**config.mk**
```make
export PLATFORM = sky130hd
export DESIGN_NAME = mem_access_unit
export DESIGN_NICKNAME = d
export VERILOG_FILES = /design/src/rtl/mem_access_unit.sv
export SDC_FILE = /design/constraint.sdc
export NUM_CORES = 1
export LEC_CHECK = 0
export CAP_MARGIN = 0
export CORE_ASPECT_RATIO = 0.7
export CORE_MARGIN = 1.5
export CORE_UTILIZATION = 41
export DETAILED_ROUTE_END_ITERATION = 8
export PLACE_DENSITY_LB_ADDON = 0.15
export SYNTH_ARGS = -nofsm -noshare
export SYNTH_HDL_FRONTEND = slang
export SYNTH_SLANG_ARGS = --single-unit
```
**constraint.sdc**
```tcl
create_clock -name CLK -period 2.4 [get_ports CLK]
set_input_delay 0.6 -clock CLK [delete_from_list [all_inputs] [get_ports CLK]]
set_output_delay 0.6 -clock CLK [all_outputs]
set_load 0.05 [all_outputs]
```
**src/rtl/mem_access_unit.sv**
```systemverilog
// Data-memory access stage: one req/ack bus cycle per load/store, with byte-lane alignment and load extension.
// Latency: MEM_REQ rises the cycle after accept; RDY pulses the cycle after MEM_ACK, or the cycle after accept on a rejected request.
// Backpressure: the bus stalls by withholding MEM_ACK (bounded by TIMEOUT); requests arriving outside IDLE are dropped.
module mem_access_unit #(
  parameter int unsigned TIMEOUT = 255
) (
  input  logic        CLK,
  input  logic        RST,
  input  logic        RREQ,
  input  logic        CWE,
  input  logic [2:0]  FUNCT3,
  input  logic [31:0] ADDR,
  input  logic [31:0] WDATA,
  output logic        RDY,
  output logic [31:0] RDATA,
  output logic        FAULT,
  output logic        MEM_REQ,
  output logic        MEM_WE,
  output logic [31:0] MEM_ADDR,
  output logic [3:0]  MEM_WMASK,
  output logic [31:0] MEM_WDATA,
  input  logic        MEM_ACK,
  input  logic [31:0] MEM_RDATA
);

  typedef enum logic [1:0] {IDLE, BUS, DONE, ERR} state_t;

  localparam logic [7:0] TIMEOUT_CNT = 8'(TIMEOUT);

  state_t      state;
  logic [7:0]  cnt;
  logic [7:0]  cnt_nxt;
  logic [2:0]  op_f3;
  logic [1:0]  op_off;

  logic        ld_f3_ok;
  logic        st_f3_ok;
  logic        align_ok;
  logic        req_ok;
  logic [3:0]  st_mask;
  logic [31:0] st_dat;
  logic [7:0]  ld_byte;
  logic [15:0] ld_half;
  logic [31:0] ld_dat;

  assign cnt_nxt = cnt + 8'd1;

  // Classify the incoming request and pre-compute its store lanes so BUS can start on the accept edge.
  always_comb begin
    ld_f3_ok = FUNCT3 inside {3'b000, 3'b001, 3'b010, 3'b100, 3'b101};
    st_f3_ok = FUNCT3 inside {3'b000, 3'b001, 3'b010};
    case (FUNCT3[1:0])
      2'b01:   align_ok = ~ADDR[0];
      2'b10:   align_ok = (ADDR[1:0] == 2'b00);
      default: align_ok = 1'b1;
    endcase
    req_ok = ~(RREQ & CWE) & (RREQ ? ld_f3_ok : st_f3_ok) & align_ok;
    case (FUNCT3[1:0])
      2'b00: begin
        st_mask = 4'b0001 << ADDR[1:0];
        st_dat  = {4{WDATA[7:0]}};
      end
      2'b01: begin
        st_mask = 4'b0011 << ADDR[1:0];
        st_dat  = {2{WDATA[15:0]}};
      end
      default: begin
        st_mask = 4'b1111;
        st_dat  = WDATA;
      end
    endcase
  end

  // Select the addressed lane of the returned word and extend it according to the latched access type.
  always_comb begin
    case (op_off)
      2'd0:    ld_byte = MEM_RDATA[7:0];
      2'd1:    ld_byte = MEM_RDATA[15:8];
      2'd2:    ld_byte = MEM_RDATA[23:16];
      default: ld_byte = MEM_RDATA[31:24];
    endcase
    ld_half = op_off[1] ? MEM_RDATA[31:16] : MEM_RDATA[15:0];
    case (op_f3)
      3'b000:  ld_dat = {{24{ld_byte[7]}}, ld_byte};
      3'b001:  ld_dat = {{16{ld_half[15]}}, ld_half};
      3'b100:  ld_dat = {24'd0, ld_byte};
      3'b101:  ld_dat = {16'd0, ld_half};
      default: ld_dat = MEM_RDATA;
    endcase
  end

  // Transaction FSM; every output is registered and the bus fields stay frozen while in BUS.
  always_ff @(posedge CLK) begin
    if (RST) begin
      state     <= IDLE;
      cnt       <= 8'd0;
      op_f3     <= 3'd0;
      op_off    <= 2'd0;
      RDY       <= 1'b0;
      RDATA     <= 32'd0;
      FAULT     <= 1'b0;
      MEM_REQ   <= 1'b0;
      MEM_WE    <= 1'b0;
      MEM_ADDR  <= 32'd0;
      MEM_WMASK <= 4'd0;
      MEM_WDATA <= 32'd0;
    end else begin
      RDY   <= 1'b0;
      FAULT <= 1'b0;
      case (state)
        IDLE: begin
          if (RREQ || CWE) begin
            op_f3  <= FUNCT3;
            op_off <= ADDR[1:0];
            cnt    <= 8'd0;
            if (req_ok) begin
              state     <= BUS;
              MEM_REQ   <= 1'b1;
              MEM_WE    <= CWE;
              MEM_ADDR  <= {ADDR[31:2], 2'b00};
              MEM_WMASK <= CWE ? st_mask : 4'd0;
              MEM_WDATA <= CWE ? st_dat : 32'd0;
            end else begin
              // Rejected requests never reach the bus.
              state <= ERR;
              RDY   <= 1'b1;
              FAULT <= 1'b1;
              RDATA <= 32'd0;
            end
          end
        end
        BUS: begin
          cnt <= cnt_nxt;
          // ACK takes priority over a timeout expiring on the same edge.
          if (MEM_ACK || (cnt_nxt == TIMEOUT_CNT)) begin
            MEM_REQ   <= 1'b0;
            MEM_WE    <= 1'b0;
            MEM_ADDR  <= 32'd0;
            MEM_WMASK <= 4'd0;
            MEM_WDATA <= 32'd0;
            RDY       <= 1'b1;
            if (MEM_ACK) begin
              state <= DONE;
              if (!MEM_WE) RDATA <= ld_dat;
            end else begin
              state <= ERR;
              FAULT <= 1'b1;
              RDATA <= 32'd0;
            end
          end
        end
        DONE:    state <= IDLE;
        ERR:     state <= IDLE;
      endcase
    end
  end

endmodule

```
### Word-level counts from Yosys, hierarchy flattened

Index checks and enable logic that the tools add are counted.

* $add $sub $neg: 1
* multipliers: 0
* divide/modulo/power cells: 0
* order comparisons: 0
* eq/ne operators: 20
* shift operators: 2
* multiplexer cells: 47
* bitwise gates (word level): 5
* reduce and logical (&&, ||, !) cells: 17

Operators by type and width (number)
* 32-bit 2-to-1 mux: 11
* 32-bit one-hot mux with 2 select lines: 4
* 32-bit one-hot mux with 4 select lines: 1
* 8-bit one-hot mux with 3 select lines: 1
* 16-bit 2-to-1 mux: 1
* 4-bit 2-to-1 mux: 4
* 4-bit one-hot mux with 2 select lines: 2
* 8-bit one-hot mux with 2 select lines: 1
* 3-bit equality test, second input constant: 4
* 1-bit 2-to-1 mux: 12
* 1-bit one-hot mux with 2 select lines: 5
* 8-bit by 1-bit adder with 8-bit output, second input constant: 1
* 2-bit equality test, second input constant: 4
* 8-bit equality test, second input constant: 1
* 2-bit logical NOT: 4
* 8-bit 2-to-1 mux: 1
* 2-bit inequality test, second input constant: 4
* 2-bit by 1-bit equality test with 1-bit output, second input constant: 3
* 3-bit by 1-bit equality test with 1-bit output, second input constant: 2
* 3-bit logical NOT: 2
* 2-bit 2-to-1 mux: 3
* 2-bit one-hot mux with 3 select lines: 1
* 2-bit AND reduction: 3
* 5-bit AND reduction: 1
* other kinds (12): 16

* flip-flop bits (word level): 119
* latch bits: 0
* bits in writable memories: 0
* memory bits (read-only): 0
* input bits: 104
* output and inout port bits: 104
* word-level logic and storage cells: 104
* memories: 0

### Depth between registers and ports, before layout

Gate-level depths: netlist of the first run.

* depth after elaboration: 8
* gate-level depth with buffers: 10
* depth with buffers taken out: 7

### Worst setup path before layout of the first run

No wires, ideal clock.

* path kind: input-to-reg
* start point: input port FUNCT3[1]
* end point: register MEM_WDATA[12]
* library setup time: 127 ps
* arrival time: 2236 ps
* data required time: 2273 ps
* path slack: 37 ps
* cell stages on the path: 10
* buffers on the path: 3
* cell sequence: inv_1 ha_1 buf_2 o21ai_1 a22o_2 a211oi_1 o32ai_2 buf_4 buf_4 o2bb2ai_1

* cells in the longest elaborated chain, start to end: 7
* elaborated cells on any way between the ends: 21
* classes of those cells: eq/ne (7); mux (7); bitwise (2); reduce/logical (5)

Ends and longest elaborated chain
* from (decl): RTL line 11 `input logic [2:0] FUNCT3,`
* 3-bit by 1-bit equality test with 1-bit output, or another cell as far along: RTL line 50, 51
* 5-bit nonzero test / 3-bit nonzero test (equally long branches): RTL line 50, 51
* 1-bit 2-to-1 mux: RTL line 57 `req_ok = ~(RREQ & CWE) & (RREQ ? ld_f3_ok : st_f3_ok) & align_ok;`
* 1-bit bitwise AND (2 in a row): RTL line 57
* 2-bit inequality test (no line)
* 4-bit AND reduction (no line)
* to (signal assigned): RTL line 122 `MEM_WDATA <= CWE ? st_dat : 32'd0;`
* to (decl): RTL line 21 `output logic [31:0] MEM_WDATA,`

Parallel ways exist; a longest one is shown, timed or not. The select of a mux whose other input is x is not followed.
A chain may end at the register's enable or synchronous reset.

### Worst setup path after layout of the first run

* start point: register MEM_WDATA[3]
* end point: output port MEM_WDATA[3]

No word-level cell between the ends.

==> run summary, run 1 <==
Outcome: completed
Global placement routability congestion: 0.896
Via density: 5.52
Global route overflow: 0
# setup viols final: 0
Area growth, synth to finish: 59.4%
Final Cycle Share: 0.917
Final ANT Viol Nets: 0
Sequential Area: 2340 um2
IO Port Bufs: 205
Number of synthesized flops with an enable pin: 0
Fill cells: 1039
Max_slew headroom: 0.581
Ant. Diodes: 0
Via count: 5739
Routed Wire Length: 19.1 mm
Pwr/cell area: 712 nW/um2
DRT iter0 DRCs: 435
Fmax: 454 MHz
Gr usage total: 0.257
Crit end category: output pin
CTS tree: built
Compound-gate portion of the synthesized area: 0.328
Latest clock arrival within the worst-skew pair: 0.41 ns
Synth area leaders: dfxtp_1, a22o_1, a21oi_1
CP arrival: 1.60 ns
Critical Path Source: MEM_WDATA[3]
Slew @ Worst Pin: 0.627 ns
Max Slew Vio Count: 0
Peak VDD IR: 0.000579 V
Distinct cells, synth: 68
R2R setup slack: 0.40 ns
Syn_area_per_cell: 9.26 um2
Slowest-stage cell, CP: clkdlybuf4s50_1
H-Tree Depth: 4
CP max stage delay: 0.84 ns
Root Driver: clkbuf_16
Fin nets: 951
Worst setup endpoint: MEM_WDATA[3]
Sequential fraction of the synthesis area: 0.412
Share of post-route cells with drive strength above 1: 0.144
Initial antenna violation count: 0
Placement Rows: 35
Worst min path class: reg2reg
Initial core utilization: 0.426
Post-placement setup slack: -0.550 ns
I/O Pins: 208
Ys async rst share: 0
Multi-input combinational cell area: 3060 um2
Final Skew: 0.00945 ns
CP cell instances: clkdlybuf4s50_1
DR pass1 iterations: 5
Die area: 14600 um2
Routed wire length per instance: 18.4 um
Cell depth of the worst flop-to-flop path: 8
Cell family with most CP delay: buffers and inverters
Detailed placer's ending HPWL: 13.5 mm
Largest net degree at the start of global routing: 36
WS Path Type: reg2out
Post-synthesis mux area share: 0.0253
Sink Count: 117
Number of synthesis warnings: 0
Synth Area in Simple Gates: 0.153
#FFs+latches synth: 117
Main synth FF type: dfxtp_1
Hold_ws: 0.463 ns
Synthesized area: 5690 um2
Synthesized instance count: 614
Main combinational cell family by area after synthesis: compound AO/OA/AOI/OAI gates
CP Data Required Time: 1.80 ns
Post-route non-filler standard cell count: 1039
First-pass GRT wire length: 29.0 mm
DRC viols: 0
Placeable core area: 13400 um2
Area share of the largest cell type after synthesis: 0.412
Worst path bufs/invs: 1
CP startpoint kind: register
Leak pwr: 3.43 nW
Area share of fa/ha/maj cells after synthesis: 0.0132
Max-cap violations: 0
Number of global-route vias before repair: 5408
Die Wd: 144 um
Crit Path Max Fanout: 2
Unrepaired setup endpoints after global routing: no
Total power: 6.45 mW
Reg-to-reg critical path endpoint: MEM_WMASK[0]
Clk slew on worst S/H paths: 0.06 ns
Clock period minus worst slack: 2.20 ns
Number of cells on the critical path: 1
XOR/XNOR Fraction of Synth Area: 0.00462
Post-route setup slack: 0.199 ns
Placed instance count: 1003
Hold Fails Final Rpt: 0
Synth area leader: dfxtp_1
Critical R2R Launch: cnt[2]
Number of buffers created by CTS: 17
Max clock buf depth: 2
Die Y: 102 um
Final setup TNS: 0 ns
-- cell type report --
class,count,area share
Multi-Input combinational cell,415,0.338
Inverter,31,0.0128
Tap cell,185,0.0255
Timing Repair Buffer,259,0.292
Clock buffer,18,0.0485
Sequential cell,117,0.258
Clock inverter,14,0.0246
-- logic make-up (layout without fill, tap and decap cells) --
family,count (synthesis),count (layout)
buffers and inverters,83,322
multiplexers,13,13
adder cells (fa/ha/maj),6,6
other,1,2
XOR/XNOR,3,3
flip-flops,117,117
AO/OA/AOI/OAI,238,238
AND/OR/NAND/NOR,153,153
-- routing by layer --
layer | GRT usage | vias to the layer above | part of all wire
met5 | 0 | - | 0
met4 | 0.0675 | 0 | 0.011
met3 | 0.0610 | 24 | 0.073
met2 | 0.403 | 247 | 0.45
met1 | 0.356 | 2741 | 0.46
li1 | - | 2727 | -
-- power by group --
| group | total, mW | internal [mW] | switching, mW |
|---|---|---|---|
| combinational | 1.51 | 0.666 | 0.845 |
| clock | 2.84 | 1.88 | 0.954 |
| sequential | 2.10 | 2.03 | 0.0719 |
-- per-stage QoR --
step,utilization,cell area [um2]
6_report,0.679,9060
5_1_grt,0.679,9060
4_1_cts,0.674,9010
3_5_place_dp,0.619,8270
3_3_place_gp,0.619,8270
2_1_floorplan,-,5690
-- state kept, by name (all words and copies together), names as in the netlist, 2 cells and up --
register / count
MEM_WDATA: 32
MEM_ADDR: 30
cnt: 8
op_off: 2
MEM_WMASK: 4
op_f3: 3
RDATA: 32
state: 2
-- worst min path at each step --
stage / startpoint / cells past startpoint / end / slack, ns
after floorplan: cnt[7] / 1 / cnt[7] / 0.45
after global routing: MEM_WDATA[30] / 1 / MEM_WDATA[30] / 0.48
final: MEM_WDATA[22] / 1 / MEM_WDATA[22] / 0.46
after CTS: MEM_WDATA[31] / 1 / MEM_WDATA[31] / 0.47
after detailed placement: MEM_WDATA[31] / 1 / MEM_WDATA[31] / 0.45
after global placement: MEM_REQ / 1 / MEM_REQ / 0.43
-- Yosys cell counts (2+ instances only) --
master / count
dfxtp_1: 117
a22o_1: 50
a21oi_1: 47
nand2_1: 39
inv_1: 30
clkbuf_1: 27
o2bb2ai_1: 25
nor2_1: 22
nor2b_1: 20
nor3b_1: 18
a31o_1: 16
o211ai_1: 16
o21ai_0: 15
buf_2: 13
mux2i_1: 11
nand2b_1: 11
a21oi_2: 10
a21o_1: 9
a22oi_1: 8
a2bb2oi_1: 8
a221oi_1: 7
nand3b_1: 7
buf_4: 6
ha_1: 6
nor3_1: 6
nand3_1: 5
or2_1: 5
buf_1: 4
a311oi_1: 3
a31oi_1: 3
and3_1: 3
or2_0: 3
or3_1: 3
a211oi_1: 2
and2_1: 2
o21ai_1: 2
o21ai_2: 2
or4_1: 2
xnor2_1: 2
-- cells in the final DEF (no fill, tap or decap), types with 18 or more instances in the layout --
master           count
a21oi_1             47
a22o_1              50
buf_4               39
clkbuf_16           19
clkdlybuf4s50_1    201
dfxtp_1            117
inv_1               28
nand2_1             39
nor2_1              22
nor2b_1             19
nor3b_1             18
o2bb2ai_1           25
-- what timing repair did --
item,4_1_cts,5_1_grt
pin swaps,4,2
cloned,0,2
resized for setup,13,2
endpoints found under the setup margin,97,93
hold buffers,0,0
setup buffers,2,0
No activity file was read; power rests on OpenSTA's default activity.
==> run 2, diff against run 1 <==
--- a/config.mk
+++ b/config.mk
@@ -7,10 +7,8 @@
 export LEC_CHECK = 0
 export CAP_MARGIN = 0
 export CORE_ASPECT_RATIO = 0.7
-export CORE_MARGIN = 1.5
-export CORE_UTILIZATION = 41
+export CORE_UTILIZATION = 30
 export DETAILED_ROUTE_END_ITERATION = 8
-export PLACE_DENSITY_LB_ADDON = 0.15
 export SYNTH_ARGS = -nofsm -noshare
 export SYNTH_HDL_FRONTEND = slang
 export SYNTH_SLANG_ARGS = --single-unit
==> run summary, run 2 (same netlist as run 1, synthesis figures left out) <==
Outcome: finished, violations left
Failing checks: DRC
Design Area, Final: 8990 um2
Post-placement setup slack: -0.462 ns
DR pass1 iterations: 9
DRC viols: 15
DRT iter0 DRCs: 422
Fmax: 425 MHz
Max Slew Vio Count: 0
Die Y: 117 um
Sw Share: 0.306
WS Path Type: in2reg
Pwr/cell area: 672 nW/um2
Logic pwr share: 0.239
Gr usage total: 0.195
Final ANT Viol Nets: 0
CTS tree: built
CP arrival: 2.65 ns
Final Skew: 0.0168 ns
# setup viols final: 0
Max_slew headroom: 0.597
First-pass GRT wire length: 29.6 mm
Fill cells: 1630
Hold Fails Final Rpt: 0
Clock group share of total power: 0.412
Most frequent cells in the layout: clkdlybuf4s50_1, dfxtp_1, buf_4
Max-cap violations: 0
Root Driver: clkbuf_16
IO Port Bufs: 205
Number of buffers created by CTS: 17
CP startpoint kind: input port
Initial antenna violation count: 0
Slew @ Worst Pin: 0.602 ns
Detailed placer's ending HPWL: 14.1 mm
Peak VDD IR: 0.000389 V
Ant. Diodes: 0
Placement Rows: 41
Largest net degree at the start of global routing: 57
I/O Pins: 208
Max clock buf depth: 2
H-Tree Depth: 4
Area growth, synth to finish: 58.2%
CTS Hold Bufs: 0
CP Data Required Time: 2.69 ns
Initial core utilization: 0.311
Latest clock arrival within the worst-skew pair: 0.42 ns
Die Wd: 167 um
Share of post-route cells with drive strength above 1: 0.149
Global route overflow: 0
Pint: 4.19 mW
Most common cell after layout, fill and taps aside: clkdlybuf4s50_1
Sink Count: 117
Clock period minus worst slack: 2.36 ns
Fin nets: 958
Unrepaired setup endpoints after global routing: yes
Routed wire length per instance: 17.3 um
Via density: 5.15
Worst min path class: reg2reg
Crit Path Max Fanout: 36
Post-route setup slack: 0.0444 ns
Clk slew on worst S/H paths: 0.06 ns
Die area: 19500 um2
Number of global-route vias before repair: 5431
Dpl cell area: 8350 um2
Sequential Power Share: 0.348
Total power: 6.04 mW
Final Cycle Share: 0.981
Routed Wire Length: 19.0 mm
Placeable core area: 18300 um2
Via count: 5655
Crit end category: register
Switching power total: 1.85 mW
Leak pwr: 3.37 nW
Largest registers: MEM_WDATA: 32 flops, RDATA: 32 flops, MEM_ADDR: 30 flops
Global placement routability congestion: 0.831
## run 2: repair_timing
action / in CTS / in global routing
setup buffers: 0 / 4
cloned: 0 / 0
pin swaps: 0 / 2
endpoints found under the hold margin: 0 / 0
resized for setup: 0 / 8
setup endpoints to repair: 10 / 58
## run 2: area by class of cell
class | count | area [um2] | area share
Inverter | 31 | 116 | 0.0129
Timing Repair Buffer | 266 | 2620 | 0.292
Multi-Input combinational cell | 415 | 3030 | 0.337
Clock inverter | 14 | 153 | 0.0170
Sequential cell | 117 | 2340 | 0.260
Tap cell | 236 | 295 | 0.0328
Clock buffer | 18 | 429 | 0.0477
## run 2: routing by layer
metal  global-route usage  routed length (um)  vias to the layer above
met3               0.0541                1290                        8
li1                     -                   -                     2737
met2                0.285                8240                      182
met1                0.276                9390                     2728
met4               0.0599                 103                        0
met5                    0                   0                        -
## run 2: critical path, cell delays in order
cell and delay (ns):
clkdlybuf4s50_1 0.43, inv_1 0.11, ha_2 0.20, buf_4 0.15, nor2_8 0.03, a22o_2 0.22, a211oi_2 0.22, o32ai_4 0.11
buf_4 0.16, buf_12 0.16, a22o_1 0.24
## run 2: power by group through the flow
stage	Combinational, mW	Clock, mW	Sequential, mW
6_report	1.44	2.49	2.11
4_1_cts	1.42	2.56	2.10
3_5_place_dp	1.41	0	2.14
5_1_grt	1.53	2.66	2.12
2_1_floorplan	0.566	0	2.37
3_3_place_gp	1.39	0	2.14
## run 2: worst paths after layout
kind | start | cells after the start | to | slack (ns)
worst min register to register | MEM_REQ | 1 | MEM_REQ | 0.45
worst max-delay path | FUNCT3[1] | 11 | MEM_WMASK[2] | 0.04
worst max register to register | cnt[1] | 9 | MEM_WMASK[2] | 0.36
worst min-delay path | MEM_REQ | 1 | MEM_REQ | 0.45
## run 2: per-stage QoR
| step | hold WS [ns] | util | std cells | setup TNS [ns] |
|---|---|---|---|---|
| 2_1_floorplan | 0.448 | - | 615 | 0 |
| 3_3_place_gp | 0.438 | 0.457 | 1061 | -33.32 |
| 3_5_place_dp | 0.448 | 0.457 | 1061 | -38.12 |
| 4_1_cts | 0.456 | 0.489 | 1093 | -0.129 |
| 5_1_grt | 0.477 | 0.492 | 1097 | -0.0492 |
| 6_report | 0.453 | 0.492 | 1097 | 0 |
==> run 3, diff against run 2 <==
--- a/config.mk
+++ b/config.mk
@@ -7,8 +7,10 @@
 export LEC_CHECK = 0
 export CAP_MARGIN = 0
 export CORE_ASPECT_RATIO = 0.7
-export CORE_UTILIZATION = 30
+export CORE_UTILIZATION = 40
 export DETAILED_ROUTE_END_ITERATION = 8
+export HOLD_SLACK_MARGIN = 0.02
+export PLACE_DENSITY = 0.76
 export SYNTH_ARGS = -nofsm -noshare
 export SYNTH_HDL_FRONTEND = slang
 export SYNTH_SLANG_ARGS = --single-unit
==> run summary, run 3 (same netlist as run 1, synthesis figures left out) <==
Outcome: completed
Peak VDD IR: 0.000383 V
Routed wire length per instance: 18.2 um
Fmax: 453 MHz
Post-placement setup slack: -0.493 ns
Number of cells on the critical path: 1
Worst path bufs/invs: 1
Hold Fails Final Rpt: 0
Crit end category: output pin
Final Skew: 0.00883 ns
Max_slew headroom: 0.574
Via count: 5811
Initial antenna violation count: 0
H-Tree Depth: 4
Clk slew on worst S/H paths: 0.06 ns
Leak pwr: 3.41 nW
CTS tree: built
Pwr/cell area: 685 nW/um2
Most frequent cells in the layout: clkdlybuf4s50_1, dfxtp_1, a22o_1
Gr usage total: 0.249
CTS Hold Bufs: 0
Final ANT Viol Nets: 0
Max clock buf depth: 2
Slew @ Worst Pin: 0.639 ns
Cell depth of the worst flop-to-flop path: 8
Sequential Area: 2340 um2
Worst setup endpoint: MEM_WE
Initial core utilization: 0.410
Share of post-route cells with drive strength above 1: 0.148
CP Data Required Time: 1.80 ns
Number of buffers created by CTS: 17
Clock period minus worst slack: 2.21 ns
Max-cap violations: 0
Area growth, synth to finish: 57.8%
Multi-input combinational cell area: 3050 um2
Max Slew Vio Count: 0
Placed instance count: 1011
Global placement routability congestion: 0.886
CP max stage delay: 0.85 ns
CP cell instances: clkdlybuf4s50_1
Largest net degree at the start of global routing: 32
Ant. Diodes: 0
I/O Pins: 208
Die area: 14700 um2
WS Path Type: reg2out
Placeable core area: 13900 um2
IO Port Bufs: 205
Cell family with most CP delay: buffers and inverters
Worst min path class: reg2reg
Final setup TNS: 0 ns
CP arrival: 1.61 ns
Largest registers: MEM_WDATA: 32 flops, RDATA: 32 flops, MEM_ADDR: 30 flops
Routed Wire Length: 19.1 mm
Post-route non-filler standard cell count: 1049
DRT iter0 DRCs: 483
Fin nets: 956
Die Wd: 144 um
Crit Path Max Fanout: 3
Most common cell after layout, fill and taps aside: clkdlybuf4s50_1
Number of global-route vias before repair: 5468
Critical R2R Launch: cnt[2]
Total power: 6.14 mW
Critical Path Source: MEM_WE
Die Y: 102 um
Via density: 5.54
Global route overflow: 0
DR pass1 iterations: 5
Placement Rows: 36
CP startpoint kind: register
Unrepaired setup endpoints after global routing: no
Slowest-stage cell, CP: clkdlybuf4s50_1
Detailed placer's ending HPWL: 13.8 mm
Sink Count: 117
# setup viols final: 0
Post-route setup slack: 0.194 ns
Reg-to-reg critical path endpoint: MEM_WDATA[6]
Hold_ws: 0.456 ns
Root Driver: clkbuf_16
Latest clock arrival within the worst-skew pair: 0.41 ns
DRC viols: 0
R2R setup slack: 0.39 ns
Final Cycle Share: 0.919
First-pass GRT wire length: 28.5 mm
Fill cells: 1134
run 3: cell count changes in the layout (fill, tap and decap cells not counted), sizes merged:
| cell | delta |
|---|---|
| inv | +4 |
| dlymetal6s2s | +2 |
| clkdlybuf4s50 | -1 |
| clkbuf | -1 |
| buf | -3 |
| clkinvlp | -3 |
run 3: cell type report:
class                           instances  area share
Sequential cell                       117       0.261
Inverter                               31      0.0130
Timing Repair Buffer                  264       0.293
Tap cell                              190      0.0265
Multi-Input combinational cell        415       0.340
Clock inverter                         15      0.0190
Clock buffer                           17      0.0474
run 3: timing repair:
item / CTS / global route
endpoints found under the setup margin: 58 / 63
resized for setup: 9 / 4
endpoints found under the hold margin: 0 / 0
buffers inserted: 5 / 1
run 3: how the worst min path moves through the flow:
stage,start,end,slack [ns],cells past startpoint
finish,MEM_WMASK[3],MEM_WMASK[3],0.46,1
global route,MEM_WMASK[3],MEM_WMASK[3],0.48,1
CTS,MEM_WMASK[3],MEM_WMASK[3],0.46,1
detailed placement,MEM_WMASK[3],MEM_WMASK[3],0.44,1
global placement,MEM_WMASK[3],MEM_WMASK[3],0.44,1
floorplan,cnt[7],cnt[7],0.45,1
run 3: power breakdown:
group          switching [mW]  internal (mW)
sequential             0.0693           2.03
clock                    1.01           1.56
combinational           0.832          0.637
run 3: layer usage:
metal,wire length (um),GRT usage,vias to the layer above
met5,0,0,-
met4,199,0.0640,0
met3,1510,0.0615,25
met2,8940,0.398,261
met1,8420,0.335,2785
li1,-,-,2740
run 3: through the flow:
stage,util,instance area [um2]
after detailed placement,0.596,8270
final,0.647,8970
after global placement,0.596,8270
after floorplan,-,5690
after CTS,0.645,8940
after global routing,0.647,8970
